`src/rtl/bit_pattern_gen_pkg.sv`:
```
// bit_pattern_gen_pkg: shared state encoding and default sizes for the serial pattern generator
package bit_pattern_gen_pkg;
  localparam int DEF_WIDTH = 8;
  localparam int DEF_CNT_W = 4;
  localparam int DEF_MATCH_W = 8;
  typedef enum logic [1:0] {
    ST_IDLE  = 2'd0,
    ST_SHIFT = 2'd1,
    ST_GAP   = 2'd2,
    ST_DONE  = 2'd3
  } state_t;
endpackage

```
`src/rtl/bit_pattern_gen_fall_edge_counter.sv`:
```
// fall_edge_counter: saturating count of 1->0 transitions on a bit stream, cleared per frame
module fall_edge_counter
  import bit_pattern_gen_pkg::*;
#(
  parameter int MATCH_W = DEF_MATCH_W
) (
  input  logic               clk,
  input  logic               rst,
  input  logic               i_clear,
  input  logic               i_enable,
  input  logic               i_bit,
  output logic [MATCH_W-1:0] o_count
);
  logic               r_prev;
  logic [MATCH_W-1:0] r_count;
  // i_bit is the value about to be registered onto the line, so the count moves in step with it
  always_ff @(posedge clk or negedge rst) begin
    if (!rst) begin
      r_prev  <= 1'b0;
      r_count <= '0;
    end else begin
      r_prev <= i_bit;
      if (i_clear) r_count <= '0;
      else if (i_enable && r_prev && !i_bit && !(&r_count)) r_count <= r_count + 1'b1;
    end
  end
  assign o_count = r_count;
endmodule

```
`src/rtl/bit_pattern_gen.sv`:
```
// bit_pattern_gen: shifts a captured pattern out MSB-first, repeated with one-cycle gaps,
// and counts the 1->0 transitions it drives
module bit_pattern_gen
  import bit_pattern_gen_pkg::*;
#(
  parameter int WIDTH   = DEF_WIDTH,
  parameter int CNT_W   = DEF_CNT_W,
  parameter int MATCH_W = DEF_MATCH_W
) (
  input  logic               clk,
  input  logic               rst,
  input  logic               start,
  input  logic [WIDTH-1:0]   pattern,
  input  logic [CNT_W-1:0]   repeats,
  output logic               out,
  output logic               out_valid,
  output logic               busy,
  output logic               done,
  output logic [MATCH_W-1:0] edge_cnt
);
  localparam int BIT_W = $clog2(WIDTH);
  state_t           r_state;
  logic [WIDTH-1:0] r_shreg;
  logic [WIDTH-1:0] r_pat;
  logic [CNT_W-1:0] r_rep;
  logic [BIT_W-1:0] r_bit;
  logic             r_out;
  logic             r_valid;
  logic             r_busy;
  logic             r_done;
  logic             w_accept;
  logic             w_out_nxt;
  logic             w_last;
  assign w_accept  = (r_state == ST_IDLE) && start;
  assign w_out_nxt = (r_state == ST_SHIFT) && r_shreg[WIDTH-1];
  assign w_last    = r_bit == BIT_W'(WIDTH - 1);
  // outputs lag the state by one edge: each state's cycle sets what the line shows next
  always_ff @(posedge clk or negedge rst) begin
    if (!rst) begin
      r_state <= ST_IDLE;
      r_shreg <= '0;
      r_pat   <= '0;
      r_rep   <= '0;
      r_bit   <= '0;
      r_out   <= 1'b0;
      r_valid <= 1'b0;
      r_busy  <= 1'b0;
      r_done  <= 1'b0;
    end else begin
      case (r_state)
        ST_IDLE: begin
          r_out   <= 1'b0;
          r_valid <= 1'b0;
          r_done  <= 1'b0;
          if (start) begin
            r_shreg <= pattern;
            r_pat   <= pattern;
            r_rep   <= repeats;
            r_bit   <= '0;
            r_busy  <= 1'b1;
            r_state <= ST_SHIFT;
          end
        end
        ST_SHIFT: begin
          r_out   <= r_shreg[WIDTH-1];
          r_valid <= 1'b1;
          r_shreg <= {r_shreg[WIDTH-2:0], 1'b0};
          r_bit   <= r_bit + 1'b1;
          if (w_last) begin
            r_bit <= '0;
            if (r_rep == '0) r_state <= ST_DONE;
            else begin
              r_rep   <= r_rep - 1'b1;
              r_shreg <= r_pat;
              r_state <= ST_GAP;
            end
          end
        end
        ST_GAP: begin
          r_out   <= 1'b0;
          r_valid <= 1'b0;
          r_state <= ST_SHIFT;
        end
        ST_DONE: begin
          r_out   <= 1'b0;
          r_valid <= 1'b0;
          r_busy  <= 1'b0;
          r_done  <= 1'b1;
          r_state <= ST_IDLE;
        end
      endcase
    end
  end
  fall_edge_counter #(.MATCH_W(MATCH_W)) u_fall (
    .clk     (clk),
    .rst     (rst),
    .i_clear (w_accept),
    .i_enable(r_state != ST_IDLE),
    .i_bit   (w_out_nxt),
    .o_count (edge_cnt)
  );
  assign out       = r_out;
  assign out_valid = r_valid;
  assign busy      = r_busy;
  assign done      = r_done;
endmodule

```
`config.mk`:
```
export PLATFORM = sky130hd
export DESIGN_NAME = bit_pattern_gen
export DESIGN_NICKNAME = d
export VERILOG_FILES = /design/src/rtl/bit_pattern_gen_pkg.sv /design/src/rtl/bit_pattern_gen_fall_edge_counter.sv /design/src/rtl/bit_pattern_gen.sv
export SDC_FILE = /design/constraint.sdc
export NUM_CORES = 1
export LEC_CHECK = 0
export BUFFER_PORTS_ARGS = -buffer_cell sky130_fd_sc_hd__buf_2
export CAP_MARGIN = 30
export CORE_AREA = 2 2 69 65
export DETAILED_ROUTE_END_ITERATION = 12
export DIE_AREA = 0 0 71 67
export PLACE_DENSITY = 0.69
export SLEW_MARGIN = 20
export SYNTH_ARGS = -nofsm -noshare
export SYNTH_HDL_FRONTEND = slang
export SYNTH_SLANG_ARGS = --single-unit
```
`constraint.sdc`:
```
create_clock -name clk -period 3 [get_ports clk]
set_input_delay 0.15 -clock clk [delete_from_list [all_inputs] [get_ports clk]]
set_output_delay 0.15 -clock clk [all_outputs]
set_load 0.01 [all_outputs]
```
==> flow_metrics.py <==
metrics = {
    "global_routing": {
        "grt_pass1_vias": 1515,
        "grt_use_total": 0.187,
        "antenna_found_initial": 0,
        "grt_max_degree": 39,
        "grt_pass1_wl_microns": 6890,
        "grt_remaining_overflow": 0,
    },
    "worst_setup_path": {
        "r2r-start": "r_state[0]",
        "critPathMaxStageDelay_ns": 0.51,
        "critPathKind": "flop to flop",
        "crit_family": "simple AND/OR/NAND/NOR gates",
        "worstPathRequired_ns": 3.21,
        "r2r_slack_ns": 1.03,
        "path_cells": "inv_1 > ha_1 > nor2b_1 > nand3_1 > or4_1 > a21oi_1",
        "crit_fanout": 6,
        "cp_num_buf_inv": 1,
        "path_depth": 6,
        "endpoint_kind": "flop",
        "crit_path_start_kind": "flop",
        "critical-path-slowest-cell": "or4_1",
        "cp.arrival_ns": 2.17,
        "r2r_end": "u_fall.o_count[5]",
        "r2r_cells": 6,
    },
    "final_layout": {
        "antenna_cells": 0,
        "nets": 272,
        "drive_gt1_frac": 0.154,
        "finalCoreUtilization": 0.554,
        "fill_cells": 384,
        "area_growth_pct": 13.1,
    },
    "route": {
        "drt_iter0_markers": 75,
        "viasPerCell": 5.31,
        "wire_per_inst_microns": 13.0,
        "ant_nets": 0,
        "first_pass_iters": 4,
        "vias": 1567,
        "wl_microns": 3830,
        "drcViolationCount": 0,
    },
    "die": {
        "boundaryPins": 27,
        "core-area_sq_um": 3990,
        "die_w_microns": 71,
        "die-area_sq_um": 4760,
        "start_util": 0.490,
        "num_rows": 22,
        "die_h_microns": 67,
    },
    "placed_design": {
        "finalWeightedCongestion": 0.768,
        "dp_hpwl_microns": 2630,
        "portBuffers": 26,
    },
    "synthesis": {
        "syn-num-nets": 246,
        "ys.flop_type": "dfrtp_1",
        "netlist_area_sq_um": 1950,
        "yosysTopAreaCellShare": 0.487,
        "async_flop_share": 1.00,
        "yosysSeqAreaShare": 0.487,
        "synth_top_cells_by_area": "dfrtp_1, nand2_1, ha_1, o21ai_0, a21oi_1",
        "synthCells": 221,
        "synth_edf_count": 0,
        "ys_ff_latch": 38,
        "yosys_warnings": 0,
        "synth.distinct_cells": 32,
        "syn-mean-instance-area_sq_um": 8.84,
        "yosysTopAreaCell": "dfrtp_1",
    },
    "timing": {
        "drv_slew": 0,
        "grt_setup_unrepaired": "false",
        "clock.fmax_mhz": 508,
        "fin_skew_ns": 0.00129,
        "setup_viol": 0,
        "relSlewSlack": 0.437,
        "tns_ns": 0,
        "final_hold_viol_count": 0,
        "min_period_over_period": 0.656,
        "tightest_slew_ns": 0.844,
        "timing.final.crit_period_ns": 1.97,
    },
    "min_path": {
        "worst_hold_path.num_cells": 3,
        "hp-start": "pattern[1]",
        "worstHoldEndpoint": "r_pat[1]",
        "hold_class": "input port to flop",
    },
    "cts": {
        "clkTransAtPathRegs_ns": 0.07,
        "cts_made_buffers": 5,
        "clk_path_buf_depth": 2,
        "clkLatencyLatePin_ns": 0.28,
        "cts_root_buf": "clkbuf_8",
        "cts_resized": 0,
        "htree_levels": 2,
        "clock-sinks": 38,
        "cts_tree": "done",
    },
    "outcome": {
        "outcome": "completed",
    },
    "power": {
        "p_leak_nw": 1.07,
        "total_power_mw": 2.09,
        "power_density_nw_per_um2": 945,
        "ir_drop_mv": 0.363,
    },
    "job": {
        "cap_viol_max_count": 0,
    },
}
==> per-layer routing <==
metal | vias up | global-route usage | wire, microns
met5 | - | 0 | 0
met1 | 724 | 0.249 | 1980
li1 | 816 | - | -
met2 | 23 | 0.304 | 1690
met3 | 4 | 0.0287 | 125
met4 | 0 | 0.0778 | 36
==> cells in the mapped netlist, drive strengths merged (4+ instances only) <==
cell	instances
inv	8
o31ai	9
mux2i	4
nand3	5
o21ai	21
nand2b	5
a31oi	4
dfrtp	38
clkbuf	8
ha	10
nand2	56
a21oi	16
nor2	9
==> flip-flops by register name, indices dropped and copies added, names as in the netlist <==
name	flops
r_pat	8
r_shreg	8
u_fall.o_count	8
r_rep	4
r_bit	3
r_state	2
busy	1
done	1
out	1
out_valid	1
u_fall.r_prev	1
==> how the worst max path moves through the flow <==
stage	slack [ns]	to	startpoint
after global placement	0.86	r_rep[1]	r_state[1]
after CTS	0.74	r_rep[1]	r_state[1]
after detailed placement	0.73	r_rep[1]	r_state[1]
after floorplan	1.29	u_fall.o_count[5]	r_state[0]
final	1.03	u_fall.o_count[5]	r_state[0]
after global routing	0.82	u_fall.o_count[7]	r_state[0]
==> worst reg2reg max path: stages, from the launching register on <==
cell and delay [ns]:
dfrtp_1 0.42, inv_1 0.09, ha_1 0.27, nor2b_1 0.24, nand3_1 0.23, or4_1 0.51
a21oi_1 0.15
==> report_power, final <==
part / switching (mW) / internal [mW] / leakage (nW)
logic: 0.514 / 0.368 / 0.555
registers: 0.144 / 0.739 / 0.477
clock network: 0.164 / 0.160 / 0.0383
==> metrics by stage <==
| stage | instance area, sq um | hold slack, ns | std cells | setup WS (ns) |
|---|---|---|---|---|
| 2_1_floorplan | 1950 | -0.146 | 221 | 1.29 |
| 3_3_place_gp | 2110 | 0.302 | 286 | 0.860 |
| 3_5_place_dp | 2110 | 0.302 | 286 | 0.731 |
| 4_1_cts | 2190 | 0.0618 | 294 | 0.740 |
| 5_1_grt | 2210 | 0.0733 | 295 | 0.820 |
| 6_report | 2210 | 0.0719 | 295 | 1.03 |
==> what timing repair did <==
| item | 4_1_cts | 5_1_grt |
|---|---|---|
| hold buffers | 1 | 0 |
| hold endpoints to repair | 38 | 0 |
| buffers inserted | 0 | 0 |
==> layout make-up <==
type	instances	area, sq um	share of cell area
Inverter	8	30.0	0.0136
Tap cell	48	60.1	0.0272
Timing Repair Buffer	30	170	0.0770
Sequential cell	38	951	0.430
Clock buffer	7	76.3	0.0345
Multi-Input combinational cell	164	922	0.417
==> kinds of logic after synthesis <==
| logic type | count (synthesis) | share of synthesized area |
|---|---|---|
| mux | 4 | 0.0205 |
| simple gates | 95 | 0.225 |
| compound gates | 55 | 0.163 |
| buf+inv | 19 | 0.0416 |
| fa+ha+maj | 10 | 0.0640 |
| flops | 38 | 0.487 |
==> cells in the final DEF (no fill, tap or decap), types with 2 or more instances in the layout <==
cell / instances
nor2_1: 9
buf_2: 26
a21oi_1: 16
inv_1: 8
clkbuf_8: 5
o31ai_1: 9
and2_1: 3
or4_1: 2
clkbuf_1: 2
a31oi_1: 4
buf_4: 2
dfrtp_1: 38
or3_2: 2
mux2i_1: 4
nand2_1: 56
nor3b_1: 2
o21ai_0: 21
nor2b_1: 3
nor3_1: 2
nand2b_1: 5
nand3_1: 5
ha_1: 10
Power figures use the tool's default switching activity.
